===== config.mk =====
export PLATFORM = sky130hd
export DESIGN_NAME = tucanos_context_table_flat
export DESIGN_NICKNAME = d
export VERILOG_FILES = /design/src/rtl/tucanos_pkg.sv /design/src/rtl/tucanos_context_table_if.sv /design/src/rtl/tucanos_edge_detect.sv /design/src/rtl/tucanos_context_table.sv /design/src/flat_wrapper.sv
export SDC_FILE = /design/constraint.sdc
export NUM_CORES = 1
export LEC_CHECK = 0
export BUFFER_PORTS_ARGS = -buffer_cell sky130_fd_sc_hd__buf_2
export CAP_MARGIN = 20
export CORE_ASPECT_RATIO = 0.6
export CORE_MARGIN = 3
export CORE_UTILIZATION = 36
export DETAILED_ROUTE_END_ITERATION = 7
export HOLD_SLACK_MARGIN = 0.06
export PLACE_DENSITY = 0.54
export SYNTH_ARGS = -nofsm -noshare
export SYNTH_HDL_FRONTEND = slang
export SYNTH_SLANG_ARGS = --single-unit

===== constraint.sdc =====
create_clock -name clock -period 5.7 [get_ports clock]
set_clock_uncertainty 0.15 [all_clocks]
set_input_delay 1.14 -clock clock [delete_from_list [all_inputs] [get_ports clock]]
set_output_delay 1.14 -clock clock [all_outputs]
set_load 0.01 [all_outputs]

===== src/rtl/tucanos_pkg.sv =====
// Shared definitions for the Tucanos context table: process status encodings,
// watchdog event codes, the default OS entry address and the FSM state type.
package tucanos_pkg;

    // Per-process status, 2 bits each in process_status.
    typedef enum logic [1:0] {
        StatReady   = 2'b00,
        StatRunning = 2'b01,
        StatWaiting = 2'b10,
        StatHalted  = 2'b11
    } status_e;

    // Watchdog event codes carried in state_register[2:0].
    localparam logic [2:0] EV_QUANTUM_1 = 3'd1;
    localparam logic [2:0] EV_QUANTUM_2 = 3'd2;
    localparam logic [2:0] EV_QUANTUM_3 = 3'd3;
    localparam logic [2:0] EV_IO_WAIT   = 3'd4;
    localparam logic [2:0] EV_HALT      = 3'd5;

    localparam int unsigned DEFAULT_OS_ADDR = 256;

    typedef enum logic [1:0] {
        StIdle,
        StSave,
        StJumpOs,
        StRestore
    } ctx_state_e;

endpackage


===== src/rtl/tucanos_context_table_if.sv =====
// Bundle of watchdog, OS and fetch-stage signals around the context table.
// master: the surrounding system (watchdog/CPU/OS) driving events and requests.
// slave:  the context table, returning PC loads and process bookkeeping.
interface tucanos_context_table_if #(
    parameter int unsigned PC_WIDTH   = 12,
    parameter int unsigned DATA_WIDTH = 32
);
    logic                  jump_enabler;
    logic [DATA_WIDTH-1:0] state_register;
    logic [PC_WIDTH-1:0]   program_counter;
    logic                  restore_request;
    logic [1:0]            restore_index;
    logic                  io_done;
    logic [1:0]            io_done_index;
    logic                  pc_load;
    logic [PC_WIDTH-1:0]   pc_target;
    logic [1:0]            current_process;
    logic [1:0]            next_hint;
    logic [5:0]            process_status;
    logic                  error;

    modport master (
        output jump_enabler, state_register, program_counter,
               restore_request, restore_index, io_done, io_done_index,
        input  pc_load, pc_target, current_process, next_hint, process_status, error
    );

    modport slave (
        input  jump_enabler, state_register, program_counter,
               restore_request, restore_index, io_done, io_done_index,
        output pc_load, pc_target, current_process, next_hint, process_status, error
    );
endinterface


===== src/rtl/tucanos_edge_detect.sv =====
// One-bit rising-edge detector.
// Ports: clock, reset (async, active-high), level_i (sampled level),
//        rise_o (high while level_i is high and was low the previous cycle).
module tucanos_edge_detect (
    input  logic clock,
    input  logic reset,
    input  logic level_i,
    output logic rise_o
);
    logic prev_q;

    always_ff @(posedge clock or posedge reset) begin
        if (reset) prev_q <= 1'b0;
        else       prev_q <= level_i;
    end

    assign rise_o = level_i & ~prev_q;
endmodule


===== src/rtl/tucanos_context_table.sv =====
// Process-context holder behind the Tucanos watchdog. Saves the interrupted
// process PC and status on a watchdog event, jumps to the OS, and later
// restores a ready process's saved PC on request.
// Ports: clock, reset (async, active-high), bus (slave side of
//        tucanos_context_table_if: watchdog/OS inputs, pc_load/pc_target to
//        fetch, current_process, next_hint, process_status, error).
module tucanos_context_table
    import tucanos_pkg::*;
#(
    parameter int unsigned         PC_WIDTH   = 12,
    parameter int unsigned         DATA_WIDTH = 32,
    parameter logic [PC_WIDTH-1:0] OS_ADDR    = PC_WIDTH'(DEFAULT_OS_ADDR)
) (
    input  logic                         clock,
    input  logic                         reset,
    tucanos_context_table_if.slave       bus
);
    ctx_state_e          state_q, state_d;
    logic [1:0]          cur_q, cur_d;
    logic [1:0]          hint_q, hint_d;
    logic                err_q, err_d;
    logic [PC_WIDTH-1:0] pc_lat_q, pc_lat_d;
    logic [2:0]          code_lat_q, code_lat_d;
    logic [1:0]          rst_idx_q, rst_idx_d;
    status_e             status_q [1:3];
    status_e             status_d [1:3];
    logic [PC_WIDTH-1:0] saved_pc_q [1:3];
    logic [PC_WIDTH-1:0] saved_pc_d [1:3];
    logic                event_rise;

    // Only the low three bits carry an event code.
    logic [DATA_WIDTH-4:0] unused_state_bits;
    assign unused_state_bits = bus.state_register[DATA_WIDTH-1:3];

    tucanos_edge_detect u_jump_edge (
        .clock   (clock),
        .reset   (reset),
        .level_i (bus.jump_enabler),
        .rise_o  (event_rise)
    );

    always_comb begin
        state_d    = state_q;
        cur_d      = cur_q;
        hint_d     = hint_q;
        err_d      = err_q;
        pc_lat_d   = pc_lat_q;
        code_lat_d = code_lat_q;
        rst_idx_d  = rst_idx_q;
        status_d   = status_q;
        saved_pc_d = saved_pc_q;

        // Applied first so a SAVE write to the same slot overrides it.
        if (bus.io_done && bus.io_done_index != 2'd0 &&
            status_q[bus.io_done_index] == StatWaiting) begin
            status_d[bus.io_done_index] = StatReady;
        end

        unique case (state_q)
            StIdle: begin
                if (event_rise) begin
                    // Any simultaneous restore is dropped; the OS re-issues it.
                    if (cur_q != 2'd0) begin
                        state_d    = StSave;
                        pc_lat_d   = bus.program_counter;
                        code_lat_d = bus.state_register[2:0];
                    end
                end else if (bus.restore_request) begin
                    if (bus.restore_index != 2'd0 &&
                        status_q[bus.restore_index] == StatReady) begin
                        state_d                     = StRestore;
                        rst_idx_d                   = bus.restore_index;
                        cur_d                       = bus.restore_index;
                        status_d[bus.restore_index] = StatRunning;
                    end else begin
                        err_d = 1'b1;
                    end
                end
            end
            StSave: begin
                saved_pc_d[cur_q] = pc_lat_q;
                case (code_lat_q)
                    EV_QUANTUM_1, EV_QUANTUM_2, EV_QUANTUM_3: begin
                        status_d[cur_q] = StatReady;
                        hint_d          = code_lat_q[1:0];
                    end
                    EV_IO_WAIT: status_d[cur_q] = StatWaiting;
                    EV_HALT:    status_d[cur_q] = StatHalted;
                    default:    status_d[cur_q] = StatReady;
                endcase
                cur_d   = 2'd0;
                state_d = StJumpOs;
            end
            StJumpOs:  state_d = StIdle;
            StRestore: state_d = StIdle;
            default:   state_d = StIdle;
        endcase
    end

    always_ff @(posedge clock or posedge reset) begin
        if (reset) begin
            state_q    <= StIdle;
            cur_q      <= 2'd0;
            hint_q     <= 2'd0;
            err_q      <= 1'b0;
            pc_lat_q   <= '0;
            code_lat_q <= 3'd0;
            rst_idx_q  <= 2'd0;
            for (int i = 1; i <= 3; i++) begin
                status_q[i]   <= StatReady;
                saved_pc_q[i] <= '0;
            end
        end else begin
            state_q    <= state_d;
            cur_q      <= cur_d;
            hint_q     <= hint_d;
            err_q      <= err_d;
            pc_lat_q   <= pc_lat_d;
            code_lat_q <= code_lat_d;
            rst_idx_q  <= rst_idx_d;
            status_q   <= status_d;
            saved_pc_q <= saved_pc_d;
        end
    end

    // pc_load is decoded from state, so it is a single cycle per load.
    always_comb begin
        bus.pc_load   = 1'b0;
        bus.pc_target = '0;
        unique case (state_q)
            StJumpOs: begin
                bus.pc_load   = 1'b1;
                bus.pc_target = OS_ADDR;
            end
            StRestore: begin
                bus.pc_load   = 1'b1;
                bus.pc_target = saved_pc_q[rst_idx_q];
            end
            default: ;
        endcase
    end

    assign bus.current_process = cur_q;
    assign bus.next_hint       = hint_q;
    assign bus.process_status  = {status_q[3], status_q[2], status_q[1]};
    assign bus.error           = err_q;

endmodule


===== src/flat_wrapper.sv =====
// flat-port wrapper written by rule: the top's interface ports become plain ports
module tucanos_context_table_flat import tucanos_pkg::*;
#(
    parameter int unsigned         PC_WIDTH   = 12,
    parameter int unsigned         DATA_WIDTH = 32,
    parameter logic [PC_WIDTH-1:0] OS_ADDR    = PC_WIDTH'(DEFAULT_OS_ADDR)
)
  (clock, reset, bus_jump_enabler, bus_state_register, bus_program_counter, bus_restore_request, bus_restore_index, bus_io_done, bus_io_done_index, bus_pc_load, bus_pc_target, bus_current_process, bus_next_hint, bus_process_status, bus_error);
  tucanos_context_table_if #(.PC_WIDTH(PC_WIDTH), .DATA_WIDTH(DATA_WIDTH)) bus_i ();
  input  logic clock;
  input  logic reset;
  input wire logic [$bits(bus_i.jump_enabler)-1:0] bus_jump_enabler;
  input wire logic [$bits(bus_i.state_register)-1:0] bus_state_register;
  input wire logic [$bits(bus_i.program_counter)-1:0] bus_program_counter;
  input wire logic [$bits(bus_i.restore_request)-1:0] bus_restore_request;
  input wire logic [$bits(bus_i.restore_index)-1:0] bus_restore_index;
  input wire logic [$bits(bus_i.io_done)-1:0] bus_io_done;
  input wire logic [$bits(bus_i.io_done_index)-1:0] bus_io_done_index;
  output wire logic [$bits(bus_i.pc_load)-1:0] bus_pc_load;
  output wire logic [$bits(bus_i.pc_target)-1:0] bus_pc_target;
  output wire logic [$bits(bus_i.current_process)-1:0] bus_current_process;
  output wire logic [$bits(bus_i.next_hint)-1:0] bus_next_hint;
  output wire logic [$bits(bus_i.process_status)-1:0] bus_process_status;
  output wire logic [$bits(bus_i.error)-1:0] bus_error;
  assign bus_i.jump_enabler = bus_jump_enabler;
  assign bus_i.state_register = bus_state_register;
  assign bus_i.program_counter = bus_program_counter;
  assign bus_i.restore_request = bus_restore_request;
  assign bus_i.restore_index = bus_restore_index;
  assign bus_i.io_done = bus_io_done;
  assign bus_i.io_done_index = bus_io_done_index;
  assign bus_pc_load = bus_i.pc_load;
  assign bus_pc_target = bus_i.pc_target;
  assign bus_current_process = bus_i.current_process;
  assign bus_next_hint = bus_i.next_hint;
  assign bus_process_status = bus_i.process_status;
  assign bus_error = bus_i.error;
  tucanos_context_table #(.PC_WIDTH(PC_WIDTH), .DATA_WIDTH(DATA_WIDTH), .OS_ADDR(OS_ADDR)) u_core (.clock(clock), .reset(reset), .bus(bus_i));
endmodule

# [Word-level counts from Yosys, hierarchy flattened]
# Cells that the tools add are included.
[totals] output_inout_bits=24 reg_bits=67 in_bits=53 wordCells=110
[classes] mux=35 reduce_logical=20 n_lt_le_gt_ge=7 n_eq_ne=15 bitwise_logic=19
[op_table] op="36-bit bitwise mux" n=1
[op_table] op="12-bit 2-to-1 mux" n=3
[op_table] op="2-bit 2-to-1 mux" n=14
[op_table] op="12-bit binary-select mux with 2-bit select" n=1
[op_table] op="12-bit demux with 2-bit select" n=1
[op_table] op="6-bit 2-to-1 mux" n=4
[op_table] op="12-bit case mux with 2 select lines" n=1
[op_table] op="6-bit case mux with 2 select lines" n=2
[op_table] op="6-bit bitwise AND" n=2
[op_table] op="2-bit demux with 2-bit select" n=3
[op_table] op="3-bit greater-or-equal comparator (second input constant)" n=4
[op_table] op="2-bit inverter with 3-bit output" n=4
[op_table] op="6-bit inverter" n=2
[op_table] op="4-bit AND reduction" n=3
[op_table] op="3-bit by 1-bit < comparator with 1-bit output (second input constant)" n=3
[op_table] op="2-bit binary-select mux with 2-bit select" n=2
[op_table] op="2-bit nonzero test" n=4
[op_table] op="3-bit bitwise AND" n=2
[op_table] op="2-bit == test (second input constant)" n=3
[op_table] op="3-bit by 2-bit == test with 1-bit output (second input constant)" n=2
[op_table] op="3-bit == test (second input constant)" n=2
[op_table] op="1-bit logical AND" n=6
[op_table] op="3-bit inverter" n=2
[op_table] op="3-bit OR" n=2
[op_table] op="18 further kinds" n=23

# [Longest topological paths before layout]
# Gate-level depths: netlist of run 1.
[logic_depth] word_depth=13 depth_mapped=7 mapped_depth_nobuf=4

# [Hierarchy]
# Synthesis of run 1 repeated with hierarchy kept, for this count alone.
[unflattened] cells_unflattened=228 area_unflattened_um2=3120.5
[by_module_without_submodules] mod="tucanos_context_table" cells_per_inst=225 area_per_inst_um2=3078.0 n_inst=1
[by_module_without_submodules] mod="tucanos_edge_detect" cells_per_inst=3 area_per_inst_um2=42.5 n_inst=1

# [Worst setup path after synthesis of run 1]
# OpenSTA, ideal clock, no wires.
[synth_path] path_type="register to output" from="register u_core.rst_idx_q[0]" to="output bus_pc_target[11]" t_arrival_ps=1288 slack_ps=3122 n_path_buf=2 path_stages_with_launch=6 path_cell_list="dfrtp_1 > clkbuf_1 > buf_2 > mux2_2 > a22oi_1 > nor2_1"
[synth_between] elab_chain_cells=5
[synth_rtl] item="start, declared" line_no="tucanos_context_table.sv:24" source="logic [1:0] rst_idx_q, rst_idx_d;"
[synth_rtl] item="start signal, assigned" line_no="tucanos_context_table.sv:120" source="rst_idx_q <= rst_idx_d;"
[synth_rtl] item="2-bit inverter with 3-bit output (implied by the code)" line_no="tucanos_context_table.sv:137" source="bus.pc_target = saved_pc_q[rst_idx_q];"
[synth_rtl] item="12-bit binary-select mux with 2-bit select" line_no="tucanos_context_table.sv:137"
[synth_rtl] item="12-bit 2-to-1 mux (implied by the code) (2 in a row)" line_no="tucanos_context_table.sv:137"
[synth_rtl] item="12-bit case mux with 2 select lines" line_no="tucanos_context_table.sv:130" source="unique case (state_q)"
[synth_rtl] item="end, declared" line_no="flat_wrapper.sv:20" source="output wire logic [$bits(bus_i.pc_target)-1:0] bus_pc_target;"
# Every way passes these cells. The select of a mux whose other input is x is not followed.

# [Worst setup path in the final report of run 1]
[layout_path] from="register u_core.rst_idx_q[0]" to="output bus_pc_target[0]"
# Same word-level chain as after synthesis.

==> flow_metrics.env, run 1 <==
export IMPL_use_met3=0.0702
export IMPL_antenna_cells=0
export IMPL_postSynthNetCount=286
export IMPL_synth_xor_area_frac=0
export IMPL_grt_max_degree=68
export IMPL_synth_top_area_cell="dfrtp_1"
export IMPL_synth_cell_type_count=41
export IMPL_hold_buffers=0
export IMPL_dr_total_vias=2011
export IMPL_initial_core_util=0.380
export IMPL_leakage_nw=1.70
export IMPL_synthMuxAreaShare=0.245
export IMPL_ios=77
export IMPL_port_buffers=47
export IMPL_slew_headroom=0.272
export IMPL_first_global_vias=1946
export IMPL_power_density_mw_per_mm2=447
export IMPL_htreeDepth=3
export IMPL_postSynthAreaPerCell_um2=13.2
export IMPL_maxCapViolCount=0
export IMPL_fp_row_count=25
export IMPL_nets=333
export IMPL_area_growth_pct=19.1
export IMPL_outcome="completed"
export IMPL_max_vdd_ir_drop_uv=194
export IMPL_grt_ovfl_total=0
export IMPL_endpoint_kind="primary output"
export IMPL_hold_class="flip-flop to flip-flop"
export IMPL_synthArstFlopShare=1.00
export IMPL_synth_simple_gate_area_frac=0.106
export IMPL_cp_slowest_stage_delay_ps=940
export IMPL_synth_compound_area_share=0.0715
export IMPL_path_cells="nor2b_1, a22oi_1, nor2_1, buf_2"
export IMPL_synth_adder_area_share=0
export IMPL_slowest_stage="nor2b_1"
export IMPL_grt_busiest_layer="met1"
export IMPL_fin_util=0.453
export IMPL_worstMarginPinSlew_ps=1090
export IMPL_critPathMaxFanout=15
export IMPL_netlist_area_leader_share=0.544
export IMPL_critical_path_class="flip-flop to primary output"
export IMPL_clockRootBuffer="clkbuf_16"
export IMPL_drt_iter0_markers=146
export IMPL_synth_flop_cell="dfrtp_1"
export IMPL_period_needed_ps=3900
export IMPL_dieHeight_um=77.7
export IMPL_die_w_um=125
export IMPL_drive_gt1_frac=0.474
export IMPL_period_share=0.684
export IMPL_startpoint_type="flip-flop"
export IMPL_met2_usage=0.189
export IMPL_dp_hpwl_um=4470
export IMPL_rsz0062_at_grt="no"
export IMPL_final_cells=393
export IMPL_ys_ff_latch=67
export IMPL_hold_ws_ps=316
export IMPL_placed_area_mm2=0.00337
export IMPL_first_pass_iters=4
export IMPL_post_cts_resize_count=0
export IMPL_cts_setup_buffers=0
export IMPL_clkLatencyLatePin_ps=330
export IMPL_synth_cells=233
export IMPL_via_per_inst=5.12
export IMPL_grt_util_met1=0.225
export IMPL_gp_congestion=0.800
export IMPL_cp_required_ps=4410
export IMPL_cts_tree="yes"
export IMPL_arrival_ps=2610
export IMPL_antenna_found_initial=0
export IMPL_ant_nets=0
export IMPL_cts_reportedPaths_clkPinSlew_ps=50
export IMPL_max_freq_mhz=256
export IMPL_wl_per_cell_um=17.5
export IMPL_postLayoutCellArea_mm2=0.00367
export IMPL_grt_pass1_wl_um=11000
export IMPL_drt_wl_total_um=6880
export IMPL_syn_area_mm2=0.00308
export IMPL_synth_top_cells_by_area="dfrtp_1, mux2_2, mux2_4"
export IMPL_report_final_slew_viol_count=0
export IMPL_dp_cells=377
export IMPL_synth_edf_count=0
export IMPL_hold_violations=0
export IMPL_setup_violations=0
export IMPL_synth_seq_area_share=0.544
export IMPL_drc=0
export IMPL_clock_sinks=67
export IMPL_tns_ps=0
export IMPL_ys_warn_count=0
export IMPL_cts_made_buffers=9
export IMPL_core_area_mm2=0.00810
export IMPL_clockBufferDepth=2
export IMPL_grtUsageTotal=0.150
export IMPL_synth_top_family_by_area="multiplexers"
export IMPL_dieArea_mm2=0.00974
==> kinds of logic (layout without fill, tap and decap cells) <==
| logic type | after synthesis | in the layout |
|---|---|---|
| compound gates | 31 | 31 |
| buf+inv | 16 | 68 |
| flops | 67 | 67 |
| mux | 64 | 64 |
| simple gates | 55 | 55 |
==> state kept, by name, indices dropped and copies added (netlist names) <==
name                        cells
u_core.state_q                  2
u_core.bus.current_process      2
u_core.rst_idx_q                2
u_core.saved_pc_q              36
u_core.pc_lat_q                12
u_core.bus.next_hint            2
u_core.bus.error                1
u_core.bus.process_status       6
u_core.code_lat_q               3
u_core.u_jump_edge.prev_q       1
==> cell usage after synthesis, types with 2 or more instances <==
cell type	n
dfrtp_1	67
mux2_2	54
nor2_1	17
nand2_1	14
a22oi_1	10
mux2_4	9
o21ai_0	6
buf_6	5
buf_2	4
clkbuf_1	4
inv_1	3
nand2b_1	3
nand3_1	3
a21oi_1	2
a22o_1	2
and4bb_2	2
o2bb2ai_1	2
o311ai_0	2
or4b_1	2
==> critical path, delay by kind of cell (launching register included) <==
family | cells | cell delay, ps
AND/OR/NAND/NOR | 2 | 1120
flip-flops | 1 | 790
AO/OA/AOI/OAI | 1 | 210
buffers and inverters | 1 | 170
==> metal layers <==
| layer | vias to the layer above | share of wire |
|---|---|---|
| met1 | 1012 | 0.53 |
| met3 | 7 | 0.064 |
| met5 | - | 0 |
| met4 | 0 | 0.011 |
| met2 | 52 | 0.40 |
| li1 | 940 | - |
==> cell type report <==
type	instances	area, um2
Sequential cell	67	1680
Timing Repair Buffer	49	250
Clock inverter	5	52.6
Tap cell	108	135
Inverter	3	11.3
Multi-Input combinational cell	150	1300
Clock buffer	11	243
Fill cell	763	4430
==> worst paths after layout <==
path / startpoint / cells after the start / slack [ps] / end
worst max-delay path: u_core.rst_idx_q[0] / 4 / 1800 / bus_pc_target[0]
worst min-delay path: u_core.bus.error / 1 / 320 / u_core.bus.error
worst max register to register: u_core.state_q[1] / 2 / 3830 / u_core.saved_pc_q[25]
worst min register to register: u_core.bus.error / 1 / 320 / u_core.bus.error
max in group asynchronous: reset / 3 / 3930 / u_core.saved_pc_q[10]
min in group asynchronous: reset / 3 / 900 / u_core.bus.process_status[1]
==> cells in the final DEF, fill, tap and decap left out, types with 6 or more instances in the layout <==
cell type	Yosys	routed
a22oi_1	10	10
clkbuf_16	0	9
o21ai_0	6	6
nand2_1	14	14
mux2_4	9	9
buf_2	4	47
dfrtp_1	67	67
nor2_1	17	17
mux2_2	54	54
==> power breakdown <==
part | leakage, nW | switching [mW] | internal (mW)
clock | 0.145 | 0.195 | 0.348
combinational | 0.719 | 0.152 | 0.219
sequential | 0.840 | 0.126 | 0.600
==> through the flow <==
stage	total power, mW	setup slack (ps)
after floorplan	0.996	2730
after global placement	1.10	2090
after detailed placement	1.11	2110
after CTS	1.66	1750
after global routing	1.74	1620
final	1.64	1800
(Power assumes the default switching activity.)
==> run 2: changes to the inputs <==
--- a/config.mk
+++ b/config.mk
@@ -12,7 +12,7 @@
 export CORE_UTILIZATION = 36
 export DETAILED_ROUTE_END_ITERATION = 7
 export HOLD_SLACK_MARGIN = 0.06
-export PLACE_DENSITY = 0.54
+export PLACE_DENSITY = 0.56
 export SYNTH_ARGS = -nofsm -noshare
 export SYNTH_HDL_FRONTEND = slang
 export SYNTH_SLANG_ARGS = --single-unit
==> constraint.sdc (replaced) <==
create_clock -name clock -period 3.3 [get_ports clock]
set_clock_uncertainty 0.15 [all_clocks]
set_input_delay 0.66 -clock clock [delete_from_list [all_inputs] [get_ports clock]]
set_output_delay 0.66 -clock clock [all_outputs]
set_load 0.01 [all_outputs]
==> run 2 against run 1 <==
Against the previous run: count of clock-buffer cells in the layout up 4; core utilization up 0.40 points; power up 71%; worst setup slack worse by 1300 ps; die area unchanged; sequential cell count unchanged; clock power up 68%; routed wire length down 2.0%; first-iteration DRC count down 31%; combinational power up 74%; hold slack worse by 41 ps.
==> flow_metrics.env, run 2 (synthesis results as in run 1) <==
export IMPL_ios=77
export IMPL_fp_row_count=25
export IMPL_dp_hpwl_um=4540
export IMPL_antenna_cells=0
export IMPL_wl_met2_um=2890
export IMPL_setup_slack_ps=468
export IMPL_hold_class="input port to asynchronous set/reset pin"
export IMPL_critical_path_class="flip-flop to primary output"
export IMPL_critPathTopFamily="flip-flops"
export IMPL_post_cts_resize_count=0
export IMPL_report_final_slew_viol_count=0
export IMPL_cp_required_ps=2490
export IMPL_cts_tree="yes"
export IMPL_first_pass_iters=4
export IMPL_max_freq_mhz=353
export IMPL_first_global_vias=1976
export IMPL_cp_slowest_stage_delay_ps=590
export IMPL_grt_ovfl_total=0
export IMPL_place_ws_ps=834
export IMPL_clock_sinks=67
export IMPL_area_growth_pct=20.2
export IMPL_worstMarginPinSlew_ps=669
export IMPL_power_density_mw_per_mm2=759
export IMPL_regMostFlops="u_core.saved_pc_q"
export IMPL_crit_cells=5
export IMPL_path_cells="nor2b_1, buf_4, nand2_1, a31oi_1, buf_2"
export IMPL_dieHeight_um=77.7
export IMPL_die_w_um=125
export IMPL_leakage_nw=1.73
export IMPL_cts_reportedPaths_clkPinSlew_ps=50
export IMPL_via_per_inst=5.09
export IMPL_initial_core_util=0.380
export IMPL_final_common_cell="dfrtp_1"
export IMPL_drt_iter0_markers=101
export IMPL_gp_congestion=0.798
export IMPL_dieArea_mm2=0.00974
export IMPL_dr_total_vias=2016
export IMPL_dr_wl_met3_um=477
export IMPL_startpoint_type="flip-flop"
export IMPL_clockRootBuffer="clkbuf_16"
export IMPL_rr_worst_depth=2
export IMPL_slew_headroom=0.554
export IMPL_nets=336
export IMPL_critPathBufInv=2
export IMPL_met1_length_um=3330
export IMPL_hold_buffers=0
export IMPL_fin_util=0.457
export IMPL_drive_gt1_frac=0.476
export IMPL_maxCapViolCount=0
export IMPL_drc=0
export IMPL_cts_made_buffers=9
export IMPL_ant_nets=0
export IMPL_rsz0062_at_grt="no"
export IMPL_clockBufferDepth=2
export IMPL_htreeDepth=3
export IMPL_cts_setup_buffers=0
export IMPL_outcome="completed"
export IMPL_period_needed_ps=2830
export IMPL_grt_pass1_wl_um=11000
export IMPL_core_area_mm2=0.00810
export IMPL_wl_per_cell_um=17.0
export IMPL_drt_wl_total_um=6750
export IMPL_setup_violations=0
export IMPL_grt_max_degree=39
export IMPL_arrival_ps=2020
export IMPL_largest_reg_flops=36
export IMPL_grtUsageTotal=0.149
export IMPL_endpoint_kind="primary output"
export IMPL_tns_ps=0
export IMPL_period_share=0.858
export IMPL_critPathMaxFanout=15
export IMPL_max_vdd_ir_drop_uv=274
export IMPL_hold_violations=0
export IMPL_top_layer="met4"
export IMPL_slowest_stage="dfrtp_1"
export IMPL_clkLatencyLatePin_ps=330
export IMPL_antenna_found_initial=0
export IMPL_final_cell_mix="dfrtp_1, mux2_2, buf_2, nor2_1, nand2_1"
export IMPL_port_buffers=47
[run 2: cell count changes in the layout (fill, tap and decap cells not counted)]
| cell | before | now |
|---|---|---|
| buf_4 | 2 | 4 |
| clkinvlp_4 | 1 | 0 |
| bufinv_16 | 1 | 0 |
| clkbuf_8 | 1 | 4 |
| buf_12 | 0 | 1 |
| clkbuf_1 | 1 | 2 |
| clkinv_2 | 3 | 1 |
[run 2: metal layers]
| layer | up-vias | track usage |
|---|---|---|
| met4 | 0 | 0.0455 |
| met1 | 1006 | 0.209 |
| met5 | - | 0 |
| li1 | 947 | - |
| met3 | 7 | 0.0763 |
| met2 | 56 | 0.197 |
[run 2: cell type report]
type                       instances  area, um2
timing repair buffer              52        285
clock inverter                     1       5.00
inverter                           3       11.3
fill                             746       4400
sequential                        67       1680
clock buffer                      15        288
multi-input combinational        150       1300
tap                              108        135
[run 2: power breakdown]
| part | switching (mW) | total, mW | internal (mW) |
|---|---|---|---|
| logic | 0.263 | 0.646 | 0.383 |
| clock network | 0.324 | 0.913 | 0.589 |
| registers | 0.214 | 1.25 | 1.04 |
[run 2: per-stage QoR]
stage                     total power [mW]  std cells  area [um2]  hold slack (ps)
final                                 2.81        396        3700              275
after global routing                  2.99        396        3700              309
after CTS                             2.85        396        3700              282
after detailed placement              1.91        380        3410              311
after global placement                1.90        380        3410              308
after floorplan                       1.72        233        3080              324
[run 2: path summary, 6_finish.rpt]
check / slack (ps) / to / startpoint
worst min register to register: 320 / u_core.bus.error / u_core.bus.error
worst min-delay path: 270 / u_core.pc_lat_q[7] / reset
worst max register to register: 1430 / u_core.saved_pc_q[24] / u_core.state_q[1]
max in group asynchronous: 2100 / u_core.bus.process_status[1] / reset
worst max-delay path: 470 / bus_pc_target[8] / u_core.rst_idx_q[1]
min in group clock: 320 / u_core.bus.error / u_core.bus.error
==> run 3: changes to the inputs <==
--- a/config.mk
+++ b/config.mk
@@ -13,6 +13,7 @@
 export DETAILED_ROUTE_END_ITERATION = 7
 export HOLD_SLACK_MARGIN = 0.06
 export PLACE_DENSITY = 0.56
+export RECOVER_POWER = 25
 export SYNTH_ARGS = -nofsm -noshare
 export SYNTH_HDL_FRONTEND = slang
 export SYNTH_SLANG_ARGS = --single-unit
==> run 3 against run 2 <==
Against the previous run: fmax shrank 0.30%; sequential cell count is the same; critical path type unchanged; via count about the same; hold slack better by 45 ps; non-clock buffer count unchanged; first-iteration DRC count is 23% lower; largest power group unchanged; combinational power hardly changed; worst setup slack got worse by 8.6 ps.
==> flow_metrics.env, run 3 (synthesis results as in run 1) <==
export IMPL_period_share=0.861
export IMPL_setup_slack_ps=460
export IMPL_via_per_inst=5.09
export IMPL_max_freq_mhz=352
export IMPL_arrival_ps=2030
export IMPL_dr_total_vias=2015
export IMPL_drc=0
export IMPL_max_vdd_ir_drop_uv=273
export IMPL_grt_pass1_wl_um=11000
export IMPL_fillers=748
export IMPL_wl_per_cell_um=17.1
export IMPL_maxCapViolCount=0
export IMPL_grtUsageTotal=0.149
export IMPL_final_cells=396
export IMPL_holdPathStages=1
export IMPL_cts_reportedPaths_clkPinSlew_ps=50
export IMPL_dp_cells=380
export IMPL_initial_core_util=0.380
export IMPL_antenna_found_initial=0
export IMPL_clkLatencyLatePin_ps=330
export IMPL_nets=336
export IMPL_endpoint_kind="primary output"
export IMPL_postLayoutCellArea_mm2=0.00369
export IMPL_period_needed_ps=2840
export IMPL_regMostFlops="u_core.saved_pc_q"
export IMPL_power_mw=2.81
export IMPL_cts_setup_buffers=0
export IMPL_slew_headroom=0.245
export IMPL_first_pass_iters=4
export IMPL_r2r_slack_ps=1420
export IMPL_hold_buffers=0
export IMPL_antenna_cells=0
export IMPL_core_area_mm2=0.00810
export IMPL_power_density_mw_per_mm2=762
export IMPL_placed_area_mm2=0.00341
export IMPL_slowest_stage="dfrtp_1"
export IMPL_setup_violations=0
export IMPL_clockBufferDepth=2
export IMPL_rsz0062_at_grt="no"
export IMPL_cp_required_ps=2490
export IMPL_place_ws_ps=834
export IMPL_die_w_um=125
export IMPL_cts_tree="yes"
export IMPL_outcome="completed"
export IMPL_report_final_slew_viol_count=0
export IMPL_crit_cells=5
export IMPL_rr_worst_depth=2
export IMPL_critical_path_class="flip-flop to primary output"
export IMPL_worstMarginPinSlew_ps=1130
export IMPL_cts_made_buffers=9
export IMPL_first_global_vias=1976
export IMPL_hold_violations=0
export IMPL_dieHeight_um=77.7
export IMPL_path_cells="nor2b_1, buf_4, nand2_1, a31oi_1, buf_2"
export IMPL_clock_sinks=67
export IMPL_grt_ovfl_total=0
export IMPL_port_buffers=47
export IMPL_startpoint_type="flip-flop"
export IMPL_post_cts_resize_count=0
export IMPL_drt_wl_total_um=6780
export IMPL_hold_class="flip-flop to flip-flop"
export IMPL_gp_congestion=0.798
export IMPL_critPathBufInv=2
export IMPL_ios=77
export IMPL_final_common_cell="dfrtp_1"
export IMPL_dp_hpwl_um=4540
export IMPL_fp_row_count=25
export IMPL_htreeDepth=3
export IMPL_drive_gt1_frac=0.469
export IMPL_clockRootBuffer="clkbuf_16"
export IMPL_ant_nets=0
export IMPL_cp_slowest_stage_delay_ps=590
export IMPL_grt_max_degree=39
export IMPL_final_cell_mix="dfrtp_1, mux2_2, buf_2, nor2_1, nand2_1"
export IMPL_leakage_nw=1.72
export IMPL_drt_iter0_markers=78
export IMPL_dieArea_mm2=0.00974
export IMPL_area_growth_pct=19.7
export IMPL_critPathTopFamily="flip-flops"
export IMPL_tns_ps=0
export IMPL_critPathMaxFanout=15
export IMPL_largest_reg_flops=36
==> run 3: worst register-to-register path: stages (launching register included) <==
cell      delay (ps)
dfrtp_1          500
and4bb_2         710
mux2_2           400
==> run 3: final cells by class <==
cell class | count | area [um2] | share of cell area
flip-flops and latches | 67 | 1680 | 0.455
clock inverters | 1 | 5.00 | 0.00136
inverters | 3 | 11.3 | 0.00305
clock buffers | 15 | 288 | 0.0781
well taps | 108 | 135 | 0.0367
multi-input cells | 150 | 1300 | 0.353
repair buffers | 52 | 269 | 0.0730
==> run 3: stage by stage <==
step                      utilization  hold WS, ps
after floorplan                     -          324
after global routing            0.455          331
after global placement          0.421          308
after detailed placement        0.421          311
final                           0.455          320
after CTS                       0.457          282
==> run 3: power breakdown <==
group	leakage (nW)	switching [mW]	internal, mW
Clock	0.146	0.325	0.589
Sequential	0.840	0.215	1.04
Combinational	0.733	0.262	0.381
==> run 3: path summary, 6_finish.rpt <==
kind,from,end
worst min register to register,u_core.bus.error,u_core.bus.error
worst max register to register,u_core.state_q[1],u_core.saved_pc_q[33]
worst min-delay path,u_core.bus.error,u_core.bus.error
worst max-delay path,u_core.rst_idx_q[1],bus_pc_target[8]
max in group asynchronous,reset,u_core.bus.process_status[1]
min in group asynchronous,reset,u_core.pc_lat_q[7]
==> run 3: layer usage <==
metal | global-route usage | vias up | wire, um
met5 | 0 | - | 0
met4 | 0.0455 | 0 | 60
met3 | 0.0763 | 7 | 450
met2 | 0.197 | 49 | 2830
met1 | 0.209 | 1017 | 3430
li1 | - | 942 | -
